[src/rtl/approx_error_monitor_pkg.sv]
// Shared types and constants for the approximate-adder error monitor.
// The histogram thresholds and hist_bin() are used only when ERR_HIST_EN is defined.
package approx_mon_pkg;

   localparam int DEF_DW  = 9;
   localparam int HIST_T1 = 1;
   localparam int HIST_T2 = 4;
   localparam int HIST_T3 = 16;

   typedef enum logic [1:0] {
      S_IDLE   = 2'd0,
      S_ACCUM  = 2'd1,
      S_DRAIN  = 2'd2,
      S_REPORT = 2'd3
   } state_t;

   // Maps an error distance onto one of the four histogram bins.
   function automatic logic [1:0] hist_bin(input int unsigned ed);
      if (ed < HIST_T1)      return 2'd0;
      else if (ed < HIST_T2) return 2'd1;
      else if (ed < HIST_T3) return 2'd2;
      else                   return 2'd3;
   endfunction

endpackage

[src/rtl/approx_error_monitor_if.sv]
// Sample, control and report bundle of the error monitor.
// When ERR_HIST_EN is defined, the bundle also carries the packed histogram.
interface approx_error_monitor_if #(
   parameter int DW     = 9,
   parameter int WINDOW = 256
);
   localparam int CNT_W = $clog2(WINDOW + 1);
   localparam int SUM_W = DW + CNT_W;

   logic             start;
   logic             in_valid;
   logic             in_ready;
   logic [DW-1:0]    approx_sum;
   logic [DW-1:0]    exact_sum;
   logic             res_valid;
   logic             res_ready;
   logic [CNT_W-1:0] err_cnt;
   logic [SUM_W-1:0] ed_sum;
   logic [DW-1:0]    ed_max;
   logic             busy;
`ifdef ERR_HIST_EN
   logic [4*CNT_W-1:0] hist;

   modport master (
      output start, in_valid, approx_sum, exact_sum, res_ready,
      input  in_ready, res_valid, err_cnt, ed_sum, ed_max, busy, hist
   );
   modport slave (
      input  start, in_valid, approx_sum, exact_sum, res_ready,
      output in_ready, res_valid, err_cnt, ed_sum, ed_max, busy, hist
   );
`else
   modport master (
      output start, in_valid, approx_sum, exact_sum, res_ready,
      input  in_ready, res_valid, err_cnt, ed_sum, ed_max, busy
   );
   modport slave (
      input  start, in_valid, approx_sum, exact_sum, res_ready,
      output in_ready, res_valid, err_cnt, ed_sum, ed_max, busy
   );
`endif
endinterface

[src/rtl/approx_error_monitor_err_dist_calc.sv]
// Single registered stage that turns an (exact, approx) pair into |exact - approx|.
module err_dist_calc #(
   parameter int DW = 9
) (
   input  logic          clk,
   input  logic          rst,
   input  logic          vld_p0_i,
   input  logic [DW-1:0] approx_p0_i,
   input  logic [DW-1:0] exact_p0_i,
   output logic [DW-1:0] ed_p1_o,
   output logic          vld_p1_o
);

   logic signed [DW:0] diff_p0;
   logic [DW-1:0]      ed_p1_q;
   logic               vld_p1_q;

   // The magnitude of a (DW+1)-bit difference of two unsigned DW-bit values always fits in DW bits.
   function automatic logic [DW-1:0] abs_dist(input logic signed [DW:0] d);
      logic signed [DW:0] m;
      m = d[DW] ? -d : d;
      return m[DW-1:0];
   endfunction

   assign diff_p0 = $signed({1'b0, exact_p0_i}) - $signed({1'b0, approx_p0_i});

   // ---- stage p0 -> p1 ----
   always_ff @(posedge clk) begin
      if (rst) vld_p1_q <= 1'b0;
      else     vld_p1_q <= vld_p0_i;
   end

   always_ff @(posedge clk) begin
      if (vld_p0_i) ed_p1_q <= abs_dist(diff_p0);
   end

   assign ed_p1_o  = ed_p1_q;
   assign vld_p1_o = vld_p1_q;

endmodule

[src/rtl/approx_error_monitor.sv]
// Window-based error statistics (count, summed and maximum error distance) for the approximate adder.
// Defining ERR_HIST_EN adds a four-bin error-distance histogram to the report.
module approx_error_monitor
   import approx_mon_pkg::*;
#(
   parameter int DW     = DEF_DW,
   parameter int WINDOW = 256
) (
   input logic                   clk,
   input logic                   rst,
   approx_error_monitor_if.slave bus
);

   localparam int CNT_W = $clog2(WINDOW + 1);
   localparam int SUM_W = DW + CNT_W;

   state_t           state_q;
   logic [CNT_W-1:0] cnt_q;
   logic             drain_q;
   logic             in_ready_q;
   logic             res_valid_q;
   logic             accept_p0;

   logic [DW-1:0]    ed_p1;
   logic             vld_p1;

   logic [CNT_W-1:0] err_cnt_q;
   logic [SUM_W-1:0] ed_sum_q;
   logic [DW-1:0]    ed_max_q;
   logic             clear_acc;

   assign accept_p0 = bus.in_valid && in_ready_q;
   assign clear_acc = (state_q == S_IDLE) && bus.start;

   // DRAIN lasts two cycles so the last accepted sample has reached the accumulators.
   always_ff @(posedge clk) begin
      if (rst) begin
         state_q     <= S_IDLE;
         cnt_q       <= '0;
         drain_q     <= 1'b0;
         in_ready_q  <= 1'b0;
         res_valid_q <= 1'b0;
      end else begin
         case (state_q)
            S_IDLE: begin
               if (bus.start) begin
                  state_q    <= S_ACCUM;
                  cnt_q      <= '0;
                  in_ready_q <= 1'b1;
               end
            end
            S_ACCUM: begin
               if (accept_p0) begin
                  cnt_q <= cnt_q + 1'b1;
                  if (cnt_q == CNT_W'(WINDOW - 1)) begin
                     state_q    <= S_DRAIN;
                     in_ready_q <= 1'b0;
                     drain_q    <= 1'b0;
                  end
               end
            end
            S_DRAIN: begin
               if (drain_q) begin
                  state_q     <= S_REPORT;
                  res_valid_q <= 1'b1;
               end else begin
                  drain_q <= 1'b1;
               end
            end
            S_REPORT: begin
               if (bus.res_ready) begin
                  state_q     <= S_IDLE;
                  res_valid_q <= 1'b0;
               end
            end
            default: state_q <= S_IDLE;
         endcase
      end
   end

   err_dist_calc #(.DW(DW)) u_err_dist_calc (
      .clk         (clk),
      .rst         (rst),
      .vld_p0_i    (accept_p0),
      .approx_p0_i (bus.approx_sum),
      .exact_p0_i  (bus.exact_sum),
      .ed_p1_o     (ed_p1),
      .vld_p1_o    (vld_p1)
   );

   // ---- stage p1 -> p2: accumulate ----
   always_ff @(posedge clk) begin
      if (rst || clear_acc) begin
         err_cnt_q <= '0;
         ed_sum_q  <= '0;
         ed_max_q  <= '0;
      end else if (vld_p1) begin
         err_cnt_q <= err_cnt_q + CNT_W'(ed_p1 != '0);
         ed_sum_q  <= ed_sum_q + SUM_W'(ed_p1);
         if (ed_p1 > ed_max_q) ed_max_q <= ed_p1;
      end
   end

`ifdef ERR_HIST_EN
   logic [CNT_W-1:0] hist_q [4];
   logic [1:0]       bin_p1;

   assign bin_p1 = hist_bin(32'(ed_p1));

   always_ff @(posedge clk) begin
      if (rst || clear_acc) begin
         for (int b = 0; b < 4; b++) hist_q[b] <= '0;
      end else if (vld_p1) begin
         hist_q[bin_p1] <= hist_q[bin_p1] + 1'b1;
      end
   end

   always_comb begin
      bus.hist = '0;
      if (res_valid_q) begin
         for (int b = 0; b < 4; b++) bus.hist[b*CNT_W +: CNT_W] = hist_q[b];
      end
   end
`endif

   assign bus.in_ready  = in_ready_q;
   assign bus.res_valid = res_valid_q;
   assign bus.busy      = (state_q != S_IDLE);
   assign bus.err_cnt   = res_valid_q ? err_cnt_q : '0;
   assign bus.ed_sum    = res_valid_q ? ed_sum_q  : '0;
   assign bus.ed_max    = res_valid_q ? ed_max_q  : '0;

endmodule

[src/flat_wrapper.sv]
// flat-port wrapper written by rule: the top's interface ports become plain ports
module approx_error_monitor_flat import approx_mon_pkg::*;
#(
   parameter int DW     = DEF_DW,
   parameter int WINDOW = 256
)
  (clk, rst, bus_start, bus_in_valid, bus_approx_sum, bus_exact_sum, bus_res_ready, bus_in_ready, bus_res_valid, bus_err_cnt, bus_ed_sum, bus_ed_max, bus_busy);
  approx_error_monitor_if #(.DW(DW), .WINDOW(WINDOW)) bus_i ();
  input logic clk;
  input logic rst;
  input wire logic [$bits(bus_i.start)-1:0] bus_start;
  input wire logic [$bits(bus_i.in_valid)-1:0] bus_in_valid;
  input wire logic [$bits(bus_i.approx_sum)-1:0] bus_approx_sum;
  input wire logic [$bits(bus_i.exact_sum)-1:0] bus_exact_sum;
  input wire logic [$bits(bus_i.res_ready)-1:0] bus_res_ready;
  output wire logic [$bits(bus_i.in_ready)-1:0] bus_in_ready;
  output wire logic [$bits(bus_i.res_valid)-1:0] bus_res_valid;
  output wire logic [$bits(bus_i.err_cnt)-1:0] bus_err_cnt;
  output wire logic [$bits(bus_i.ed_sum)-1:0] bus_ed_sum;
  output wire logic [$bits(bus_i.ed_max)-1:0] bus_ed_max;
  output wire logic [$bits(bus_i.busy)-1:0] bus_busy;
  assign bus_i.start = bus_start;
  assign bus_i.in_valid = bus_in_valid;
  assign bus_i.approx_sum = bus_approx_sum;
  assign bus_i.exact_sum = bus_exact_sum;
  assign bus_i.res_ready = bus_res_ready;
  assign bus_in_ready = bus_i.in_ready;
  assign bus_res_valid = bus_i.res_valid;
  assign bus_err_cnt = bus_i.err_cnt;
  assign bus_ed_sum = bus_i.ed_sum;
  assign bus_ed_max = bus_i.ed_max;
  assign bus_busy = bus_i.busy;
  approx_error_monitor #(.DW(DW), .WINDOW(WINDOW)) u_core (.clk(clk), .rst(rst), .bus(bus_i));
endmodule
[config.mk]
export PLATFORM = sky130hd
export DESIGN_NAME = approx_error_monitor_flat
export DESIGN_NICKNAME = d
export VERILOG_FILES = /design/src/rtl/approx_error_monitor_pkg.sv /design/src/rtl/approx_error_monitor_if.sv /design/src/rtl/approx_error_monitor_err_dist_calc.sv /design/src/rtl/approx_error_monitor.sv /design/src/flat_wrapper.sv
export SDC_FILE = /design/constraint.sdc
export NUM_CORES = 1
export LEC_CHECK = 0
export BUFFER_PORTS_ARGS = -buffer_cell sky130_fd_sc_hd__buf_2
export CORE_AREA = 2 2 92 94
export DETAILED_ROUTE_END_ITERATION = 16
export DIE_AREA = 0 0 94 96
export PLACE_DENSITY = 0.86
export SYNTH_ARGS = -nofsm -noshare
export SYNTH_HDL_FRONTEND = slang
export SYNTH_HIERARCHICAL = 1
export SYNTH_SLANG_ARGS = --single-unit
[constraint.sdc]
create_clock -name clk -period 2.1 [get_ports clk]
set_input_delay 0 -clock clk [delete_from_list [all_inputs] [get_ports clk]]
set_output_delay 0 -clock clk [all_outputs]
set_load 0.005 [all_outputs]
==> results of run 1 <==
==> timing repair <==
action | in CTS | in global routing
hold endpoints to repair | 7 | 0
pin swaps | 4 | 11
setup buffers | 6 | 11
endpoints found under the setup margin | 18 | 24
hold buffers | 4 | 0
gates resized for setup | 9 | 40
==> power by group <==
part | switching, W | internal, W | leakage [nW] | total, W
logic | 0.000783 | 0.000619 | 1.65 | 0.00140
clock network | 0.000464 | 0.000608 | 0.102 | 0.00107
registers | 0.000107 | 0.00128 | 0.495 | 0.00139
total | 0.00135 | 0.00251 | 2.25 | 0.00386
==> registers in the layout, indices dropped and copies added, names as in the netlist <==
name and cells:
u_core/u_err_dist_calc/ed_p1_o 9, u_core/ed_sum_q 18, u_core/u_err_dist_calc/vld_p1_o 1, u_core/state_q 2, u_core/bus.res_valid 1, u_core/drain_q 1
u_core/err_cnt_q 9, u_core/ed_max_q 9, u_core/bus.in_ready 1, u_core/cnt_q 9
==> worst paths after layout <==
| path | start | end | slack (ns) | cells after the start |
|---|---|---|---|---|
| min reg2reg | u_core/cnt_q[7]$_SDFFE_PP0P_ | u_core/cnt_q[7]$_SDFFE_PP0P_ | 0.49 | 2 |
| max reg2reg | u_core/u_err_dist_calc/ed_p1_o[0]$_DFFE_PP_ | u_core/ed_sum_q[10]$_SDFFE_PP0P_ | -0.10 | 9 |
| min | bus_in_valid | u_core/drain_q$_SDFFE_PP0P_ | 0.10 | 4 |
| max | u_core/u_err_dist_calc/ed_p1_o[0]$_DFFE_PP_ | u_core/ed_sum_q[10]$_SDFFE_PP0P_ | -0.10 | 9 |
==> final cells by class <==
cell class	instances	share of cell area
multi-input cells	370	0.525
well taps	105	0.0248
inverters	39	0.0277
flip-flops and latches	60	0.244
clock buffers	12	0.0293
repair buffers	114	0.140
clock inverters	4	0.00899
==> routing by layer <==
metal	vias up	track usage
met4	0	0.112
li1	1923	-
met3	32	0.0548
met1	1870	0.232
met5	-	0
met2	145	0.419
==> stage by stage <==
| stage | instance area, um2 | utilization | cells |
|---|---|---|---|
| finish | 5290 | 0.657 | 704 |
| global route | 5290 | 0.657 | 704 |
| CTS | 5000 | 0.621 | 693 |
| detailed placement | 4680 | 0.581 | 667 |
| global placement | 4680 | 0.581 | 667 |
| floorplan | 4060 | - | 483 |
==> worst reg2reg max path: cells and delay by family (launching register included) <==
family / cells / cell delay [ns]
DFF: 1 / 0.41
and+or+nand+nor: 3 / 0.24
xor gates and xnor gates: 1 / 0.19
AOI/OAI and AO/OA: 2 / 0.76
adders and majority gates: 2 / 0.43
buffers and inverters: 1 / 0.06
==> placed cells by master, fill, tap and decap left out, drive strengths merged, types with 15 or more instances in the layout <==
master and instances:
inv 39, xnor2 18, o21ai 15, buf 110
a21oi 29, dfxtp 51, nor2 48, and2 36
nand3 27, ha 37, nand2 36
==> logic make-up (layout without fill, tap and decap cells) <==
family / after synthesis / in the layout / share of synthesized area
muxes: 12 / 12 / 0.0297
buffers and inverters: 53 / 169 / 0.0532
and+or+nand+nor: 195 / 195 / 0.246
DFF: 60 / 60 / 0.319
AOI/OAI and AO/OA: 94 / 94 / 0.163
xor gates and xnor gates: 30 / 30 / 0.0649
adders and majority gates: 39 / 39 / 0.124
==> results.cfg, run 1 <==
[setup_path]
cp-end-kind = flip-flop
crit_chain = ha_2 > inv_2 > fa_2 > nor2b_2 > o31a_1 > a2111oi_4 > nor4_2 > xnor2_1 > nor2_1
cp_slowest_cell = a2111oi_4
crit_path_start_kind = flip-flop
crit_family = compound AO/OA/AOI/OAI gates
crit_type = reg2reg
critPathBufInv = 1
critPathArrivalTime_ns = 2.45
max_stage_delay_ns = 0.46
required_ns = 2.34
cp_max_fo = 4

[cts]
cts.path.max_buffers = 2
clock_latency_ns = 0.36
clkTransAtPathRegs_ns = 0.07
clock_sinks = 60
cts_tree = done
clk_root_buffer_cell = clkbuf_8
cts_buffers = 9
cts_max_level = 3

[floorplanning]
dieHeight_um = 96
core_um2 = 8050
initial_core_util = 0.503
row_count = 33
io_pins = 62
die_w_um = 94
die_area_um2 = 9020

[layout]
nets = 656
nFillCells = 633
multi_input_comb_area_um2 = 2780
syn_to_final_growth_pct = 30.7
diodes = 0
register_area_um2 = 1290
drive_gt1_frac = 0.302

[timing]
fin_skew_ns = 0.0106
max_freq_mhz = 454
max_slew_margin = 0.531
setup_viol = 8
min_period_over_period = 1.05
slew_viol_final = 0
rsz0062_at_grt = true
fin_ws_ns = -0.101
tightest_slew_ns = 0.702
holdWs_ns = 0.101
fin_crit_ns = 2.20
hold_viol = 0
tns_ns = -0.451

[logic_synthesis]
synth_area_leaders = dfxtp_1 (25%), ha_1 (11%), edfxtp_1 (6.7%)
yosys-top-cells-count = dfxtp_1 (51), nor2_1 (48), inv_1 (39)
synth_warnings = 6
ys_seq_area_frac = 0.319
synth_edf_count = 9
synth_top_area_frac = 0.252
synthesis.area_um2 = 4050
synth_cell_types = 54
yosys.area.top_type = dfxtp_1
synth_flop_cell = dfxtp_1
synth-seq-cells = 60
synthCells = 483
synthArstFlopShare = 0
synth_most_common_cell = dfxtp_1
syn-num-nets = 545
avgSynthCellArea_um2 = 8.38

[route]
highest_layer = met4
dr_wl_met3_um = 640
wl_met2_mm = 5.57
drt_iter0_markers = 169
drc_errors = 0
wire_per_inst_um = 15.3
dr.pass1.iters = 5
vias = 3970
ant_nets = 0
via_per_inst = 5.64
routed_wl_mm = 10.8
wirelength_met1_mm = 4.26

[global_routing]
grtUsageTotal = 0.224
grt_pass1_wl_mm = 15.9
grt_overflow = 0
grt_pass1_vias = 3689
grt_start_max_net_pins = 22
antenna_found_initial = 0

[power_and_ir_drop]
max-vdd-ir-drop_uv = 379
p_leak_nw = 2.25
powerDensity_nw_per_um2 = 730
totalPowerFinal_w = 0.00386

[place]
gp_congestion = 0.895
port_buffers = 61
preCtsSetupSlack_ns = -0.350
hpwl_mm = 7.29

[outcome]
violations = setup timing
status = finished with violations

[hold_path]
min_path_type = in2reg

[flow_run]
drv_cap = 0
No activity file was read; power rests on OpenSTA's default activity.
==> run 2, diff against run 1 <==
- CORE_AREA: 2 2 92 94 -> 2 2 85 87
- CTS_BUF_LIST: not set -> sky130_fd_sc_hd__clkbuf_4 sky130_fd_sc_hd__clkbuf_8 sky130_fd_sc_hd__clkbuf_16
- DIE_AREA: 0 0 94 96 -> 0 0 87 89
- PLACE_DENSITY: 0.86 -> 0.94
- RECOVER_POWER: not set -> 100
- clock period: 2.1 -> 2.6 ns (I/O delays scaled with it)
==> run 2 against run 1 <==
The flow now finishes without violations. Cell area is 14% lower. Fmax is 8.5% lower. Sequential share of layout area rose by 3.8 points. Critical path type unchanged. Critical endpoint is now u_core/ed_sum_q[14]$_SDFFE_PP0P_.
==> results.cfg, run 2 (same netlist as run 1, synthesis figures left out) <==
[outcome]
status = complete, no violations

[cts]
clock_sinks = 60
clkTransAtPathRegs_ns = 0.07
clock_latency_ns = 0.34
cts_buffers = 9
post_cts_buffers = 0
cts_tree = done
cts.repair.resized = 0
cts.path.max_buffers = 2
cts_max_level = 3
clk_root_buffer_cell = clkbuf_8

[setup_path]
critPathBufInv = 1
crit_type = reg2reg
cp_slowest_cell = a2111oi_2
max_stage_delay_ns = 0.52
critPathArrivalTime_ns = 2.60
cp-end-kind = flip-flop
cp_max_fo = 4
crit_family = compound AO/OA/AOI/OAI gates
crit_path_start_kind = flip-flop
required_ns = 2.80
crit_chain = ha_1 > inv_1 > fa_1 > nor2b_1 > o31a_1 > a2111oi_2 > nor3_1 > xnor2_1 > nor2_1

[route]
vias = 3611
routed_wl_mm = 8.61
dr.pass1.iters = 5
wire_per_inst_um = 13.6
ant_nets = 0
via_per_inst = 5.70
drt_iter0_markers = 188
drc_errors = 0

[layout]
final_common_cell = buf_2
nets = 611
diodes = 0
largest_reg_flops = 18
final_cell_mix = buf_2 (55), dfxtp_1 (51), nor2_1 (48), inv_1 (39), ha_1 (37)
nFillCells = 532
top_register = u_core/ed_sum_q
fin_area_um2 = 4570
syn_to_final_growth_pct = 13.0
postLayoutCoreUtil = 0.681
layout.cells.non_filler = 633
drive_gt1_frac = 0.150

[timing]
hold_viol = 0
max_slew_margin = 0.171
tns_ns = 0
slew_viol_final = 0
fin_skew_ns = 0.00876
fin_crit_ns = 2.41
max_freq_mhz = 416
min_period_over_period = 0.925
setup_viol = 0
rsz0062_at_grt = false
tightest_slew_ns = 1.24

[place]
place_inst = 616
port_buffers = 61
post_dp_cell_area_um2 = 4430
hpwl_mm = 6.59
gp_congestion = 0.918

[floorplanning]
row_count = 30
io_pins = 62
core_um2 = 6720
die_area_um2 = 7740
die_w_um = 87
dieHeight_um = 89
initial_core_util = 0.602

[power_and_ir_drop]
totalPowerFinal_w = 0.00270
powerDensity_nw_per_um2 = 591
p_leak_nw = 1.94
max-vdd-ir-drop_uv = 295

[flow_run]
drv_cap = 0

[global_routing]
grtUsageTotal = 0.229
grt_start_max_net_pins = 40
antenna_found_initial = 0
grt_overflow = 0
grt_pass1_vias = 3380
grt_pass1_wl_mm = 14.2

[hold_path]
min_path_type = in2reg
run 2: cell types whose count changed in the layout (fill, tap and decap cells not counted), moves of 6 or more:
| cell | previous run | this run |
|---|---|---|
| and2_1 | 36 | 23 |
| ha_1 | 30 | 37 |
| nand3_1 | 18 | 27 |
| and2_0 | 0 | 13 |
| buf_2 | 61 | 55 |
| clkbuf_1 | 1 | 8 |
| nand3_2 | 8 | 0 |
| buf_4 | 44 | 4 |
run 2: final cells by class:
class	count	area, um2	area share
inverters	39	146	0.0320
multi-input cells	370	2500	0.548
repair buffers	69	355	0.0777
clock buffers	11	151	0.0331
flip-flops and latches	60	1290	0.282
well taps	80	100	0.0219
clock inverters	4	23.8	0.00520
run 2: final timing paths:
path / from / to / depth (start not counted) / slack (ns)
max reg2reg: u_core/u_err_dist_calc/ed_p1_o[0]$_DFFE_PP_ / u_core/ed_sum_q[14]$_SDFFE_PP0P_ / 9 / 0.19
min: bus_start / u_core/cnt_q[1]$_SDFFE_PP0P_ / 3 / 0.02
min reg2reg: u_core/cnt_q[7]$_SDFFE_PP0P_ / u_core/cnt_q[7]$_SDFFE_PP0P_ / 2 / 0.49
max: u_core/u_err_dist_calc/ed_p1_o[0]$_DFFE_PP_ / u_core/ed_sum_q[14]$_SDFFE_PP0P_ / 9 / 0.19
run 2: what timing repair did:
item,CTS,global route
setup endpoints to repair,0,0
hold buffers,2,0
endpoints found under the hold margin,7,0
run 2: power by group:
group          internal [W]  switching [W]  leakage, nW
clock network      0.000389       0.000355       0.0915
registers           0.00103      0.0000748        0.495
logic              0.000342       0.000506         1.35
run 2: per-layer routing:
metal | share of wire | GRT usage | up-vias
li1 | - | - | 1829
met1 | 0.42 | 0.254 | 1665
met2 | 0.50 | 0.429 | 100
met3 | 0.053 | 0.0416 | 17
met4 | 0.023 | 0.0994 | 0
met5 | 0 | 0 | -
run 2: through the flow:
stage                     setup slack (ns)  hold WS (ns)
after floorplan                      0.453        0.0716
after global placement               0.322         0.294
after detailed placement             0.208         0.300
after CTS                            0.204       0.00987
after global routing                0.0275        0.0320
final                                0.194        0.0185
run 2: worst min-delay path, delay by kind of cell:
family          cells  cell delay, ns
simple gates        1            0.09
compound gates      1            0.07
buf+inv             1            0.14
==> run 3, diff against run 2 <==
- CORE_AREA: 2 2 85 87 -> 2 2 87 89
- DIE_AREA: 0 0 87 89 -> 0 0 89 91
- PLACE_DENSITY: 0.94 -> 0.91
- REMOVE_ABC_BUFFERS: not set -> 1
- clock period: 2.6 -> 2.25 ns (I/O delays scaled with it)
==> run 3 against run 2 <==
Critical path depth is 1 higher. Largest cell class unchanged. Via count is 4.6% higher. Highest routed layer unchanged. Clock-buffer cell count is 1 higher. Sequential power is 15% higher.
==> results.cfg, run 3 (same netlist as run 1, synthesis figures left out) <==
[route]
routed_wl_mm = 9.64
drt_iter0_markers = 166
via_per_inst = 5.65
vias = 3777
ant_nets = 0
dr.pass1.iters = 5
wire_per_inst_um = 14.4
drc_errors = 0

[layout]
syn_to_final_growth_pct = 18.9
largest_reg_flops = 18
layout.cells.non_filler = 668
fin_area_um2 = 4810
drive_gt1_frac = 0.186
final_cell_mix = buf_2 (52), dfxtp_1 (51), nor2_1 (48), inv_1 (38)
diodes = 0
top_register = u_core/ed_sum_q
final_common_cell = buf_2
nets = 626

[cts]
clock_latency_ns = 0.34
clk_root_buffer_cell = clkbuf_8
cts_tree = done
cts.path.max_buffers = 2
clkTransAtPathRegs_ns = 0.07
cts_buffers = 9
clock_sinks = 60
cts_max_level = 3

[timing]
max_slew_margin = 0.438
rsz0062_at_grt = true
hold_viol = 0
min_period_over_period = 0.996
holdWs_ns = 0.0194
max_freq_mhz = 446
setup_viol = 0
fin_skew_ns = 0.00731
fin_crit_ns = 2.24
tightest_slew_ns = 0.834
slew_viol_final = 0

[hold_path]
min_path_type = in2reg
hold_start = bus_start

[global_routing]
busiest_layer = met2
grt_pass1_wl_mm = 15.2
met3_usage = 0.0491
gr-usage-met2 = 0.424
grt_pass1_vias = 3551
grtUsageMet1 = 0.254
grt_overflow = 0
antenna_found_initial = 0
grtUsageTotal = 0.238
grt_start_max_net_pins = 40

[power_and_ir_drop]
seq_power_share = 0.387
powerDensity_nw_per_um2 = 686
comb_power_share = 0.334
p_int_w = 0.00214
power.switching_w = 0.00116
max-vdd-ir-drop_uv = 322
totalPowerFinal_w = 0.00330
switching_share = 0.353
clock_power_share = 0.279
p_leak_nw = 2.02

[floorplanning]
die_area_um2 = 8100
core_um2 = 7140
row_count = 31
dieHeight_um = 91
die_w_um = 89
io_pins = 62
initial_core_util = 0.567

[setup_path]
crit_type = reg2reg
startpoint = u_core/u_err_dist_calc/ed_p1_o[0]$_DFFE_PP_
reg2reg_to = u_core/ed_sum_q[14]$_SDFFE_PP0P_
cp-end-kind = flip-flop
rrSetupSlack_ns = 0.008
critPathArrivalTime_ns = 2.48
crit_end = u_core/ed_sum_q[14]$_SDFFE_PP0P_
crit_path_start_kind = flip-flop
cp_max_fo = 4
reg2reg_depth = 10
required_ns = 2.49
r2r_start = u_core/u_err_dist_calc/ed_p1_o[0]$_DFFE_PP_

[flow_run]
drv_cap = 0

[place]
gp_congestion = 0.931
port_buffers = 61
hpwl_mm = 6.98
place_inst = 645
post_dp_cell_area_um2 = 4540

[outcome]
status = complete, no violations
## run 3: changes by cell type in the layout (fill, tap and decap cells not counted), sizes merged
| cell | before | now |
|---|---|---|
| buf | 59 | 68 |
| clkbuf | 19 | 26 |
| clkinv | 2 | 3 |
| clkinvlp | 1 | 0 |
## run 3: area by class of cell
class | instances | area, um2
Clock buffer | 12 | 165
Clock inverter | 4 | 21.3
Fill cell | 582 | 2330
Inverter | 39 | 146
Multi-Input combinational cell | 370 | 2580
Sequential cell | 60 | 1290
Tap cell | 99 | 124
Timing Repair Buffer | 84 | 483
## run 3: how the worst min path moves through the flow
stage,slack [ns],depth (start not counted),to
floorplan,0.07,1,u_core/bus.res_valid$_SDFFE_PP0P_
global placement,0.29,2,u_core/bus.res_valid$_SDFFE_PP0P_
detailed placement,0.30,2,u_core/bus.in_ready$_SDFFE_PP0P_
CTS,0.0006,3,u_core/cnt_q[1]$_SDFFE_PP0P_
global route,0.05,3,u_core/cnt_q[1]$_SDFFE_PP0P_
finish,0.02,3,u_core/cnt_q[1]$_SDFFE_PP0P_
## run 3: routing by layer
layer | wire length, um | share of wire
met5 | 0 | 0
met2 | 4910 | 0.51
met1 | 3870 | 0.40
met4 | 370 | 0.038
met3 | 480 | 0.050
## run 3: power by group through the flow
stage | clock [W] | combinational [W] | sequential, W
CTS | 0.000931 | 0.00107 | 0.00127
detailed placement | 0 | 0.00105 | 0.00130
global route | 0.000971 | 0.00122 | 0.00128
floorplan | 0 | 0.000737 | 0.00129
global placement | 0 | 0.000993 | 0.00129
finish | 0.000921 | 0.00110 | 0.00128
## run 3: per-stage QoR
stage	setup slack [ns]	util	TNS, ns
after floorplan	0.103	-	0
after global placement	-0.00607	0.636	-0.00607
after detailed placement	-0.103	0.636	-0.672
after CTS	0.0211	0.668	0
after global routing	-0.0774	0.674	-0.178
final	0.00833	0.674	0
## run 3: timing repair
action	in CTS	in global routing
pin swaps	1	6
endpoints found under the setup margin	9	7
endpoints found under the hold margin	7	0
gates cloned	0	0
gates resized for setup	0	10
hold buffers	2	0
setup buffers	1	4
## run 3: worst max-delay path: stages (launching register included)
cell	delay (ns)
edfxtp_1	0.42
ha_2	0.21
inv_2	0.07
fa_2	0.22
nor2b_2	0.05
o31a_1	0.32
a2111oi_4	0.34
buf_4	0.20
nor3_2	0.06
xnor2_1	0.19
nor2_1	0.07
